[config.mk]
export PLATFORM = sky130hd
export DESIGN_NAME = wb_uart_rx
export DESIGN_NICKNAME = d
export VERILOG_FILES = /design/src/rtl/wb_uart_rx_pkg.sv /design/src/rtl/wb_uart_rx_fifo.sv /design/src/rtl/wb_uart_rx.sv
export SDC_FILE = /design/constraint.sdc
export NUM_CORES = 1
export LEC_CHECK = 0
export CAP_MARGIN = 5
export CORE_UTILIZATION = 40
export DETAILED_ROUTE_END_ITERATION = 8
export PLACE_DENSITY = 0.6
export REMOVE_ABC_BUFFERS = 1
export SKIP_CTS_REPAIR_TIMING = 1
export SLEW_MARGIN = 20
export SYNTH_ARGS = -nofsm -noshare
export SYNTH_HDL_FRONTEND = slang
export SYNTH_SLANG_ARGS = --single-unit
[constraint.sdc]
create_clock -name clk_i -period 7.1 [get_ports clk_i]
set_input_delay 0.71 -clock clk_i [delete_from_list [all_inputs] [get_ports clk_i]]
set_output_delay 0.71 -clock clk_i [all_outputs]
set_load 0.05 [all_outputs]
[src/rtl/wb_uart_rx_pkg.sv]
// Shared definitions for the Wishbone UART receiver: register offsets,
// STATUS bit positions, receiver FSM encoding and oversampling constants.
package wb_uart_rx_pkg;

  localparam int OVERSAMPLE = 16;
  localparam logic [3:0] SC_HALF = 4'(OVERSAMPLE / 2 - 1);
  localparam logic [3:0] SC_LAST = 4'(OVERSAMPLE - 1);

  localparam logic [1:0] UART_RX_REG_DATA   = 2'd0;
  localparam logic [1:0] UART_RX_REG_STATUS = 2'd1;
  localparam logic [1:0] UART_RX_REG_DIV    = 2'd2;
  localparam logic [1:0] UART_RX_REG_CLR    = 2'd3;

  localparam int ST_NOT_EMPTY = 0;
  localparam int ST_FULL      = 1;
  localparam int ST_OVR       = 2;
  localparam int ST_FERR      = 3;
  localparam int ST_PERR      = 4;
  localparam int ST_COUNT_LSB = 8;

  typedef enum logic [2:0] {
    S_IDLE,
    S_START,
    S_DATA,
    S_PARITY,
    S_STOP,
    S_BREAK
  } rx_state_e;

  // True when data plus received parity bit match the selected parity sense.
  function automatic logic parity_ok(logic [7:0] data, logic pbit, logic odd);
    return (^{data, pbit}) == odd;
  endfunction

endpackage

[src/rtl/wb_uart_rx_fifo.sv]
// Synchronous FIFO for received bytes. A pop in the same clock as a push
// on a full FIFO frees the slot first, so that push is accepted.
module wb_uart_rx_fifo #(
  parameter int DEPTH = 16,
  parameter int WIDTH = 8
) (
  input  logic                     clk,
  input  logic                     rst_n,
  input  logic                     push,
  input  logic [WIDTH-1:0]         push_data,
  input  logic                     pop,
  output logic [WIDTH-1:0]         pop_data,
  output logic                     full,
  output logic                     empty,
  output logic [$clog2(DEPTH):0]   count,
  output logic                     drop
);

  localparam int AW = $clog2(DEPTH);

  logic [WIDTH-1:0] mem [DEPTH];
  logic [AW-1:0]    wr_ptr;
  logic [AW-1:0]    rd_ptr;
  logic             do_push;
  logic             do_pop;

  assign full     = count[AW];
  assign empty    = (count == '0);
  assign do_pop   = pop & ~empty;
  assign do_push  = push & (~full | do_pop);
  assign drop     = push & full & ~do_pop;
  assign pop_data = mem[rd_ptr];

  // Storage array; contents need no reset.
  always_ff @(posedge clk) begin
    if (do_push) mem[wr_ptr] <= push_data;
  end

  // Pointers and occupancy count.
  always_ff @(posedge clk or negedge rst_n) begin
    if (!rst_n) begin
      wr_ptr <= '0;
      rd_ptr <= '0;
      count  <= '0;
    end else begin
      if (do_push) wr_ptr <= wr_ptr + 1'b1;
      if (do_pop)  rd_ptr <= rd_ptr + 1'b1;
      case ({do_push, do_pop})
        2'b10:   count <= count + 1'b1;
        2'b01:   count <= count - 1'b1;
        default: count <= count;
      endcase
    end
  end

endmodule

[src/rtl/wb_uart_rx.sv]
// Wishbone UART receiver: 16x oversampled 8N1 deserialiser feeding a byte
// FIFO read out through four word registers (DATA, STATUS, DIV, CLR).
// Optional parity checking is enabled by defining UART_RX_PARITY_EN.
module wb_uart_rx
  import wb_uart_rx_pkg::*;
#(
  parameter int WB_DATA_WIDTH = 32,
  parameter int WB_ADDR_WIDTH = 32,
  parameter int FIFO_DEPTH    = 16,
  parameter int DEFAULT_DIV   = 26
) (
  input  logic                     clk_i,
  input  logic                     rst_n_i,
  input  logic [WB_ADDR_WIDTH-1:0] wb_addr_i,
  input  logic [WB_DATA_WIDTH-1:0] wb_data_i,
  input  logic [3:0]               wb_sel_i,
  input  logic                     wb_we_i,
  input  logic                     wb_stb_i,
  input  logic                     wb_cyc_i,
  output logic                     wb_ack_o,
  output logic [WB_DATA_WIDTH-1:0] wb_data_o,
  input  logic                     uart_rx_i,
  output logic                     rx_irq_o
);

  localparam int CW = $clog2(FIFO_DEPTH) + 1;

  logic            sync_p0, sync_p1, rxs;
  logic [15:0]     div_q, tick_cnt;
  logic            tick, tick_clr;
  rx_state_e       state_q, state_d;
  logic [3:0]      sc_q, sc_d;
  logic [2:0]      bit_q, bit_d;
  logic [7:0]      shreg_q, shreg_d;
  logic            push, ferr_set, perr_set;
  logic [7:0]      fifo_rdata;
  logic            fifo_full, fifo_empty, ovr_set, pop;
  logic [CW-1:0]   fifo_count;
  logic            ovr_q, ferr_q, perr_q, podd;
  logic            req, rd, wr, div_wr, clr_wr;
  logic [1:0]      reg_sel;
  logic [WB_DATA_WIDTH-1:0] rdata;
  logic            unused_bits;

`ifdef UART_RX_PARITY_EN
  logic podd_q;
  assign podd        = podd_q;
  assign unused_bits = ^{wb_sel_i, wb_addr_i[WB_ADDR_WIDTH-1:4], wb_addr_i[1:0],
                         wb_data_i[WB_DATA_WIDTH-1:17], wb_data_i[7:5], wb_data_i[1:0]};
`else
  assign podd        = 1'b0;
  assign unused_bits = ^{wb_sel_i, wb_addr_i[WB_ADDR_WIDTH-1:4], wb_addr_i[1:0],
                         wb_data_i[WB_DATA_WIDTH-1:16], wb_data_i[7:5], wb_data_i[1:0]};
`endif

  // Stage p0/p1: two-flop synchroniser on the asynchronous serial pin.
  always_ff @(posedge clk_i or negedge rst_n_i) begin
    if (!rst_n_i) begin
      sync_p0 <= 1'b1;
      sync_p1 <= 1'b1;
    end else begin
      sync_p0 <= uart_rx_i;
      sync_p1 <= sync_p0;
    end
  end
  assign rxs = sync_p1;

  // Oversample tick: one pulse every DIV+1 clocks, restarted on demand.
  assign tick = (tick_cnt == div_q);
  always_ff @(posedge clk_i or negedge rst_n_i) begin
    if (!rst_n_i)                     tick_cnt <= '0;
    else if (div_wr || tick_clr || tick) tick_cnt <= '0;
    else                              tick_cnt <= tick_cnt + 16'd1;
  end

  // Receiver FSM state and counters.
  always_ff @(posedge clk_i or negedge rst_n_i) begin
    if (!rst_n_i) begin
      state_q <= S_IDLE;
      sc_q    <= '0;
      bit_q   <= '0;
    end else begin
      state_q <= state_d;
      sc_q    <= sc_d;
      bit_q   <= bit_d;
    end
  end

  // Shift register holds payload only, so it carries no reset.
  always_ff @(posedge clk_i) begin
    shreg_q <= shreg_d;
  end

  // Receiver FSM next-state and event outputs.
  always_comb begin
    state_d  = state_q;
    sc_d     = sc_q;
    bit_d    = bit_q;
    shreg_d  = shreg_q;
    push     = 1'b0;
    ferr_set = 1'b0;
    perr_set = 1'b0;
    tick_clr = 1'b0;
    case (state_q)
      S_IDLE: begin
        if (!rxs) begin
          state_d  = S_START;
          sc_d     = '0;
          tick_clr = 1'b1;
        end
      end
      S_START: begin
        if (tick) begin
          if (sc_q == SC_HALF) begin
            if (rxs) begin
              state_d = S_IDLE;
            end else begin
              sc_d    = '0;
              bit_d   = '0;
              state_d = S_DATA;
            end
          end else begin
            sc_d = sc_q + 4'd1;
          end
        end
      end
      S_DATA: begin
        if (tick) begin
          sc_d = sc_q + 4'd1;
          if (sc_q == SC_LAST) begin
            shreg_d = {rxs, shreg_q[7:1]};
            bit_d   = bit_q + 3'd1;
            if (bit_q == 3'd7) begin
`ifdef UART_RX_PARITY_EN
              state_d = S_PARITY;
`else
              state_d = S_STOP;
`endif
            end
          end
        end
      end
      S_PARITY: begin
`ifdef UART_RX_PARITY_EN
        if (tick) begin
          sc_d = sc_q + 4'd1;
          if (sc_q == SC_LAST) begin
            perr_set = ~parity_ok(shreg_q, rxs, podd);
            state_d  = S_STOP;
          end
        end
`else
        state_d = S_IDLE;
`endif
      end
      S_STOP: begin
        if (tick) begin
          sc_d = sc_q + 4'd1;
          if (sc_q == SC_LAST) begin
            if (rxs) begin
              push    = 1'b1;
              state_d = S_IDLE;
            end else begin
              ferr_set = 1'b1;
              state_d  = S_BREAK;
            end
          end
        end
      end
      S_BREAK: begin
        if (rxs) state_d = S_IDLE;
      end
      default: state_d = S_IDLE;
    endcase
  end

  wb_uart_rx_fifo #(
    .DEPTH(FIFO_DEPTH),
    .WIDTH(8)
  ) u_fifo (
    .clk       (clk_i),
    .rst_n     (rst_n_i),
    .push      (push),
    .push_data (shreg_q),
    .pop       (pop),
    .pop_data  (fifo_rdata),
    .full      (fifo_full),
    .empty     (fifo_empty),
    .count     (fifo_count),
    .drop      (ovr_set)
  );

  assign req     = wb_cyc_i & wb_stb_i & ~wb_ack_o;
  assign rd      = req & ~wb_we_i;
  assign wr      = req & wb_we_i;
  assign reg_sel = wb_addr_i[3:2];
  assign div_wr  = wr && (reg_sel == UART_RX_REG_DIV);
  assign clr_wr  = wr && (reg_sel == UART_RX_REG_CLR);
  assign pop     = rd && (reg_sel == UART_RX_REG_DATA) && !fifo_empty;

  // Register read multiplexer.
  always_comb begin
    rdata = '0;
    case (reg_sel)
      UART_RX_REG_DATA:   rdata = fifo_empty ? '0 : WB_DATA_WIDTH'(fifo_rdata);
      UART_RX_REG_STATUS: rdata = WB_DATA_WIDTH'({8'(fifo_count), 3'b000, perr_q,
                                                  ferr_q, ovr_q, fifo_full, ~fifo_empty});
      UART_RX_REG_DIV:    rdata = WB_DATA_WIDTH'({podd, div_q});
      default:            rdata = '0;
    endcase
  end

  // Single-clock registered acknowledge with its read data.
  always_ff @(posedge clk_i or negedge rst_n_i) begin
    if (!rst_n_i) begin
      wb_ack_o  <= 1'b0;
      wb_data_o <= '0;
    end else begin
      wb_ack_o  <= req;
      wb_data_o <= rd ? rdata : '0;
    end
  end

  // Divisor register (and parity sense when parity is built in).
  always_ff @(posedge clk_i or negedge rst_n_i) begin
    if (!rst_n_i) begin
      div_q <= 16'(DEFAULT_DIV);
`ifdef UART_RX_PARITY_EN
      podd_q <= 1'b0;
`endif
    end else if (div_wr) begin
      div_q <= wb_data_i[15:0];
`ifdef UART_RX_PARITY_EN
      podd_q <= wb_data_i[16];
`endif
    end
  end

  // Sticky error flags; a new error outranks a simultaneous clear.
  always_ff @(posedge clk_i or negedge rst_n_i) begin
    if (!rst_n_i) begin
      ovr_q  <= 1'b0;
      ferr_q <= 1'b0;
      perr_q <= 1'b0;
    end else begin
      ovr_q  <= ovr_set  | (ovr_q  & ~(clr_wr & wb_data_i[ST_OVR]));
      ferr_q <= ferr_set | (ferr_q & ~(clr_wr & wb_data_i[ST_FERR]));
      perr_q <= perr_set | (perr_q & ~(clr_wr & wb_data_i[ST_PERR]));
    end
  end

  // Interrupt follows FIFO occupancy one clock later.
  always_ff @(posedge clk_i or negedge rst_n_i) begin
    if (!rst_n_i) rx_irq_o <= 1'b0;
    else          rx_irq_o <= ~fifo_empty;
  end

endmodule

==> results of run 1 <==
Yosys cell counts (all sizes together) (2+ instances only):
cell | number | area, µm²
a21oi | 11 | 55.1
nor2 | 46 | 173
ha | 12 | 150
nand3 | 7 | 35.0
clkbuf | 11 | 43.8
a22oi | 12 | 90.1
or2 | 2 | 12.5
o22ai | 2 | 12.5
and3 | 5 | 32.5
nand2b | 7 | 43.8
xor2 | 30 | 263
nand2 | 22 | 85.1
a211oi | 2 | 15.0
mux2 | 21 | 236
nor2b | 7 | 43.8
dfrtp | 73 | 1830
and4 | 4 | 36.3
and3b | 2 | 17.5
o21ai | 12 | 60.1
and2 | 5 | 31.3
or3 | 2 | 12.5
mux4 | 40 | 923
xnor2 | 11 | 96.3
dfstp | 5 | 131
nand4 | 5 | 37.5
nand3b | 2 | 15.0
nor4 | 6 | 43.8
buf | 30 | 201
a22o | 5 | 43.8
nor3 | 10 | 61.3
edfxtp | 136 | 4080
inv | 8 | 30.0
per-stage QoR:
step                total power [mW]  instances  utilization (%)  hold WS, ns
floorplan                       1.94        541                -        0.345
global placement                2.10        865             43.9        0.347
detailed placement              2.12        865             43.9        0.353
CTS                             3.27        909             47.3        0.360
global route                    3.37        910             47.4        0.192
finish                          3.23        910             47.4        0.157
critical path: stages, from the launching register on:
cell	delay, ns
dfrtp_1	0.44
xor2_1	0.17
nor4_1	0.51
nand4_2	0.37
nor3_4	0.49
inv_1	0.17
ha_1	0.32
xor2_1	0.21
ha_1	0.21
nor2b_1	0.20
a22oi_1	0.12
o32a_1	0.30
nor2_1	0.12
xor2_1	0.15
flip-flops by register name (all words and copies together), names as in the netlist, 3 cells and up:
| register | count |
|---|---|
| u_fifo.rd_ptr | 4 |
| u_fifo.count | 5 |
| state_q | 3 |
| bit_q | 3 |
| shreg_q | 8 |
| u_fifo.wr_ptr | 4 |
| u_fifo.mem | 128 |
| tick_cnt | 16 |
| wb_data_o | 16 |
| div_q | 16 |
| sc_q | 4 |
logic make-up after synthesis:
family / count (synthesis) / synth area share [%]
other cells: 1 / 0.0414
simple gates: 133 / 7.61
buf+inv: 49 / 3.04
fa+ha+maj: 12 / 1.66
flops: 214 / 66.7
compound gates: 56 / 4.19
mux: 61 / 12.8
xor+xnor: 41 / 3.96
cell usage in the layout (no fill, tap or decap), types with 5 or more instances in the layout:
cell and n:
ha_1 12, clkbuf_16 24, a22o_1 5, nand2b_1 7, nor2b_1 7, and2_1 5
nor3_1 5, a21oi_1 11, dfstp_2 5, o21ai_0 12, a22oi_1 12, nand3_1 7
clkdlybuf4s50_1 40, conb_1 16, inv_1 8, dfrtp_1 72, xnor2_1 11, nor4_1 5
nor2_1 45, clkbuf_1 12, mux4_2 34, edfxtp_1 136, mux4_1 6, xor2_1 30
mux2_2 21, nand2_1 21
metal layers:
layer / global-route usage [%] / share of wire (%) / wire length, µm
met4: 4.33 / 1.8 / 337
met1: 21.8 / 43 / 7920
met2: 27.1 / 49 / 9060
met5: 0 / 0 / 0
met3: 2.62 / 5.6 / 1030
area by class of cell:
class	count	area [µm²]
fill	1864	11600
sequential	214	6040
multi-input combinational	319	2820
clock buffer	39	687
timing repair buffer	45	450
tap	280	350
clock inverter	5	52.6
inverter	8	30.0
power groups by stage:
stage | clock network [mW] | registers [mW] | logic [mW]
final | 1.15 | 1.48 | 0.607
after global routing | 1.22 | 1.49 | 0.659
after global placement | 0 | 1.50 | 0.598
after detailed placement | 0 | 1.51 | 0.612
after CTS | 1.17 | 1.48 | 0.616
after floorplan | 0 | 1.54 | 0.400
worst paths after layout:
check / startpoint / end / cells after the start
max: tick_cnt[12] / u_fifo.count[4] / 13
min: rst_n_i / u_fifo.count[2] / 1
max reg2reg: tick_cnt[12] / u_fifo.count[4] / 13
min reg2reg: sync_p0 / rxs / 0
max in group asynchronous: rst_n_i / sync_p0 / 2
min in group clk_i: sync_p0 / rxs / 0
==> metrics, run 1 <==
reg2reg setup slack=3.25 ns; grt ovf=0; P_int=2.36 mW; fraction of layout instances using a drive strength above 1=17.5%; CP Data Required Time=7.54 ns; clock skew=0.0155 ns; Arr. time, crit path=4.29 ns; pwr/cell area=310 nW/µm²; core area=22000 µm²; Clock Root Buffer=clkbuf_16; Final Routed Wirelength=18300 µm; DRT iter0 DRCs=551; largest net degree at the start of global routing=79; RSZ-0062 raised after global routing=false; max_cap viols=0; DR WL/cell=20.2 µm; Area after DPL=9670 µm²; Post-DP HPWL=11600 µm; Hold/Removal Path Class=input pin to async pin; crit share post-route=54.3%; Leakage Power=3.82 nW; Sw Share=27.2%; synthesis-to-layout area growth=15.2%; Final WS setup=3.25 ns; power share of the sequential group=45.8%; Die Wd=152 µm; switching power=879 µW; Worst Max-Slew Pin Slew=1.13 ns; # IOs=108; failing checks=DRC; ys async rst share=36.4%; routed vias=4905; Distinct cells, synth=57; nets@finish=698; TritonCTS clock tree=done; CP max FO=9; Post-synth EDFFs=136; worst ir drop on vdd=0.174 mV; vias per inst=5.39; global-route wire length before repair=28700 µm; dominant synthesized flop cell=edfxtp_1; Die H=152 µm; dpl ws=2.76 ns; post-synthesis cell area=9060 µm²; slew margin rel.=24.7%; Final Hold Viols=0; # DRC=8; status=finished with violations; Slew Viols, Final=0; port bufs=41; Cells after Synth=567; Crit Path Class=flip-flop to flip-flop; final setup fails=0; GRT Util Overall=16.1%; TNS Setup=0 ns; initial antenna violation count=0; upper clock frequency limit=0.259 GHz; GPL Wtd Cong=0.863; syn_area_per_cell=16.0 µm²; Final Critical Period=3.85 ns; DIE AREA=23300 µm²; CTS H-Tree Depth=1; clock sink total=214; CTS max path bufs=3; Setup crit start kind=flip-flop; Detailed Routing Iterations Pass 1=9; Initial Utilization=41.1%; Core Rows=54; CTS Buf Count=24; combinational power share=18.8%; endpoint type of the worst setup path=flip-flop; Synth Register Bits=214; Design Area, Final=10400 µm²; Ys Warns=0; vias in the first global route=4932; clock share of power=35.5%; Post-DRT Antenna Nets=0; sequential area share after synthesis=66.7%; Clk Latency, worst-skew pair=0.52 ns; Antenna diodes=0; Worst-path clk slew=0.06 ns
No activity file was read; power rests on OpenSTA's default activity.
==> run 2, diff against run 1 <==
--- a/config.mk
+++ b/config.mk
@@ -8,7 +8,7 @@
 export CAP_MARGIN = 5
 export CORE_UTILIZATION = 40
 export DETAILED_ROUTE_END_ITERATION = 8
-export PLACE_DENSITY = 0.6
+export PLACE_DENSITY = 0.63
 export REMOVE_ABC_BUFFERS = 1
 export SKIP_CTS_REPAIR_TIMING = 1
 export SLEW_MARGIN = 20
==> constraint.sdc (replaced) <==
create_clock -name clk_i -period 3.1 [get_ports clk_i]
set_input_delay 0.31 -clock clk_i [delete_from_list [all_inputs] [get_ports clk_i]]
set_output_delay 0.31 -clock clk_i [all_outputs]
set_load 0.05 [all_outputs]
==> run 2 against run 1 <==
Compared with the run above: the flow still finishes with violations (DRC); count of clock-buffer cells in the layout down 13; core utilization increased by 1.3 points; clock skew rose by 0.0095 ns; design area increased by 2.7%; fmax increased by 31%; critical path depth is the same; hold slack better by 0.061 ns; sequential share of layout area shrank 1.5 points; critical endpoint unchanged; sequential power up 130%; largest cell class unchanged; die area unchanged; wire length shrank 2.4%; combinational power rose by 140%.
==> metrics, run 2 (synthesized netlist as in run 1, its figures left out) <==
most common cell after layout, fill and taps aside=edfxtp_1; Clock Root Buffer=clkbuf_16; pwr/cell area=694 nW/µm² (+120%); Die H=152 µm (unchanged); clock skew=0.0250 ns (+0.00948 ns); CP max FO=3 (-6); vias in the first global route=5123 (+3.9%); Arr. time, crit path=3.37 ns (-0.92 ns); clock sink total=214 (unchanged); GRT Util Overall=16.0% (-0.15 points); Final Hold Viols=0 (unchanged); worst path bufs/invs=1 (unchanged); nets@finish=738 (+5.7%); Post-DP HPWL=12300 µm (+5.7%); Slew Viols, Final=0 (unchanged); Die Wd=152 µm (unchanged); port bufs=41 (unchanged); initial antenna violation count=0 (unchanged); CTS Buf Count=23 (-4.2%); DIE AREA=23300 µm² (unchanged); Reg-to-Reg Start=div_q[4]; R2R cell count=13 (unchanged); # IOs=108 (unchanged); # DRC=6 (-2); status=finished with violations; Leakage Power=4.00 nW (+4.6%); fraction of layout instances using a drive strength above 1=23.5% (+6.0 points); Design Area, Final=10700 µm² (+2.7%); slew margin rel.=52.1% (+27 points); DRT iter0 DRCs=474 (-14%); slowest cell on the critical path=dfstp_2; upper clock frequency limit=0.340 GHz (+31%); Post-DRT Antenna Nets=0 (unchanged); Top Family by Delay on Critical Path=simple AND/OR/NAND/NOR gates; endpoint type of the worst setup path=flip-flop; reg2reg setup slack=0.16 ns (-3.08 ns); Final Critical Period=2.94 ns (-0.917 ns); Reg with most FFs=u_fifo.mem; Antenna diodes=0 (unchanged); most frequent cells in the layout=edfxtp_1 (136), dfrtp_1 (71), nor2_1 (46); RSZ-0062 raised after global routing=false; vias per inst=5.28 (-2.1%); hold_sp=uart_rx_i; Core Rows=54 (unchanged); Setup crit start kind=flip-flop; crit share post-route=94.8% (+40 points); global-route wire length before repair=28700 µm (+0.12%); Finished Layout Cells=949 (+4.3%); max reg flops=128 (unchanged); largest net degree at the start of global routing=79 (unchanged); GPL Wtd Cong=0.809 (-6.3%); Crit Path Class=flip-flop to flip-flop; Hold EP=sync_p0; DR WL/cell=18.9 µm (-6.4%); Worst-path clk slew=0.06 ns (about the same); grt ovf=0 (unchanged); CTS H-Tree Depth=1 (unchanged); Worst Max-Slew Pin Slew=0.719 ns (-0.407 ns); CP Cell Sequence=xor2_1, nor4_2, nand4_2, nor3_4, inv_1, ha_1, xor2_1, ha_2, nor2b_2, a22oi_1, o32a_1, nor2_1, xor2_1; Area after DPL=9910 µm² (+2.4%); CTS max path bufs=3 (unchanged); Final Routed Wirelength=17900 µm (-2.4%); Finished Core Util=48.7% (+1.3 points); max_cap viols=0 (unchanged); post-placement cell count=899 (+3.9%); hold path depth=1; Initial Utilization=41.1% (unchanged); routed vias=5007 (+2.1%); core area=22000 µm² (unchanged); synthesis-to-layout area growth=18.3%; Hold/Removal Path Class=input pin to flip-flop; Detailed Routing Iterations Pass 1=9 (unchanged); CP Data Required Time=3.53 ns (-4.01 ns); end of the worst register-to-register path=u_fifo.count[4]; worst ir drop on vdd=0.334 mV (+92%); Most common cell on crit path=xor2_1; failing checks=DRC; TritonCTS clock tree=done; final setup fails=0 (unchanged); worst hold margin=0.218 ns (+0.0609 ns); Clk Latency, worst-skew pair=0.52 ns (about the same); crit-path max cell delay=0.55 ns (+0.04 ns)
## run 2: changes by cell type in the layout (fill, tap and decap cells not counted), moves of 3 or more
| cell | delta |
|---|---|
| nor3_1 | +3 |
| buf_4 | +40 |
| nor4_1 | -4 |
| clkinv_2 | +5 |
| nor4_2 | +4 |
| nor3_2 | -3 |
| clkbuf_1 | -9 |
| clkbuf_8 | -3 |
| clkinv_1 | +4 |
## run 2: through the flow
step	TNS [ns]	total power [mW]	setup WS (ns)
2_1_floorplan	-0.138	4.44	-0.138
3_3_place_gp	0	4.87	0.0620
3_5_place_dp	-0.00449	4.91	-0.00449
4_1_cts	-0.0378	7.48	-0.0378
5_1_grt	0	7.78	0.00661
6_report	0	7.44	0.162
## run 2: how the worst max path moves through the flow
stage / end / slack [ns] / from / cells after the start
after global routing: u_fifo.count[4] / 0.007 / tick_cnt[9] / 13
after floorplan: u_fifo.count[4] / -0.14 / wb_ack_o / 13
after global placement: u_fifo.count[4] / 0.06 / div_q[7] / 13
after CTS: u_fifo.count[4] / -0.04 / div_q[7] / 13
final: u_fifo.count[4] / 0.16 / div_q[4] / 13
after detailed placement: u_fifo.count[4] / -0.004 / wb_cyc_i / 14
## run 2: final cells by class
cell class,count,area [µm²]
clock buffer,26,587
tap,280,350
clock inverter,16,120
sequential,214,6040
timing repair buffer,86,752
inverter,8,30.0
multi-input combinational,319,2840
fill,1838,11300
## run 2: metal layers
layer  vias up  track usage [%]  part of all wire, %
met3        22             3.10                  5.6
li1       2290                -                    -
met1      2562             22.3                   45
met2       133             25.9                   48
met5         -                0                    0
met4         0             3.66                  1.5
## run 2: worst reg2reg max path: stages, from the launching register on
cell and delay (ns):
dfstp_2 0.55, xor2_1 0.10, nor4_2 0.30, nand4_2 0.22, nor3_4 0.19, inv_1 0.09
ha_1 0.21, xor2_1 0.16, ha_2 0.22, nor2b_2 0.17, a22oi_1 0.10, o32a_1 0.29
nor2_1 0.12, xor2_1 0.15
## run 2: where the power goes
part           leakage, nW  switching (mW)  total, mW  internal (mW)
combinational         1.40           0.691       1.48          0.791
clock                0.351            1.09       2.55           1.46
sequential            2.25           0.246       3.41           3.16
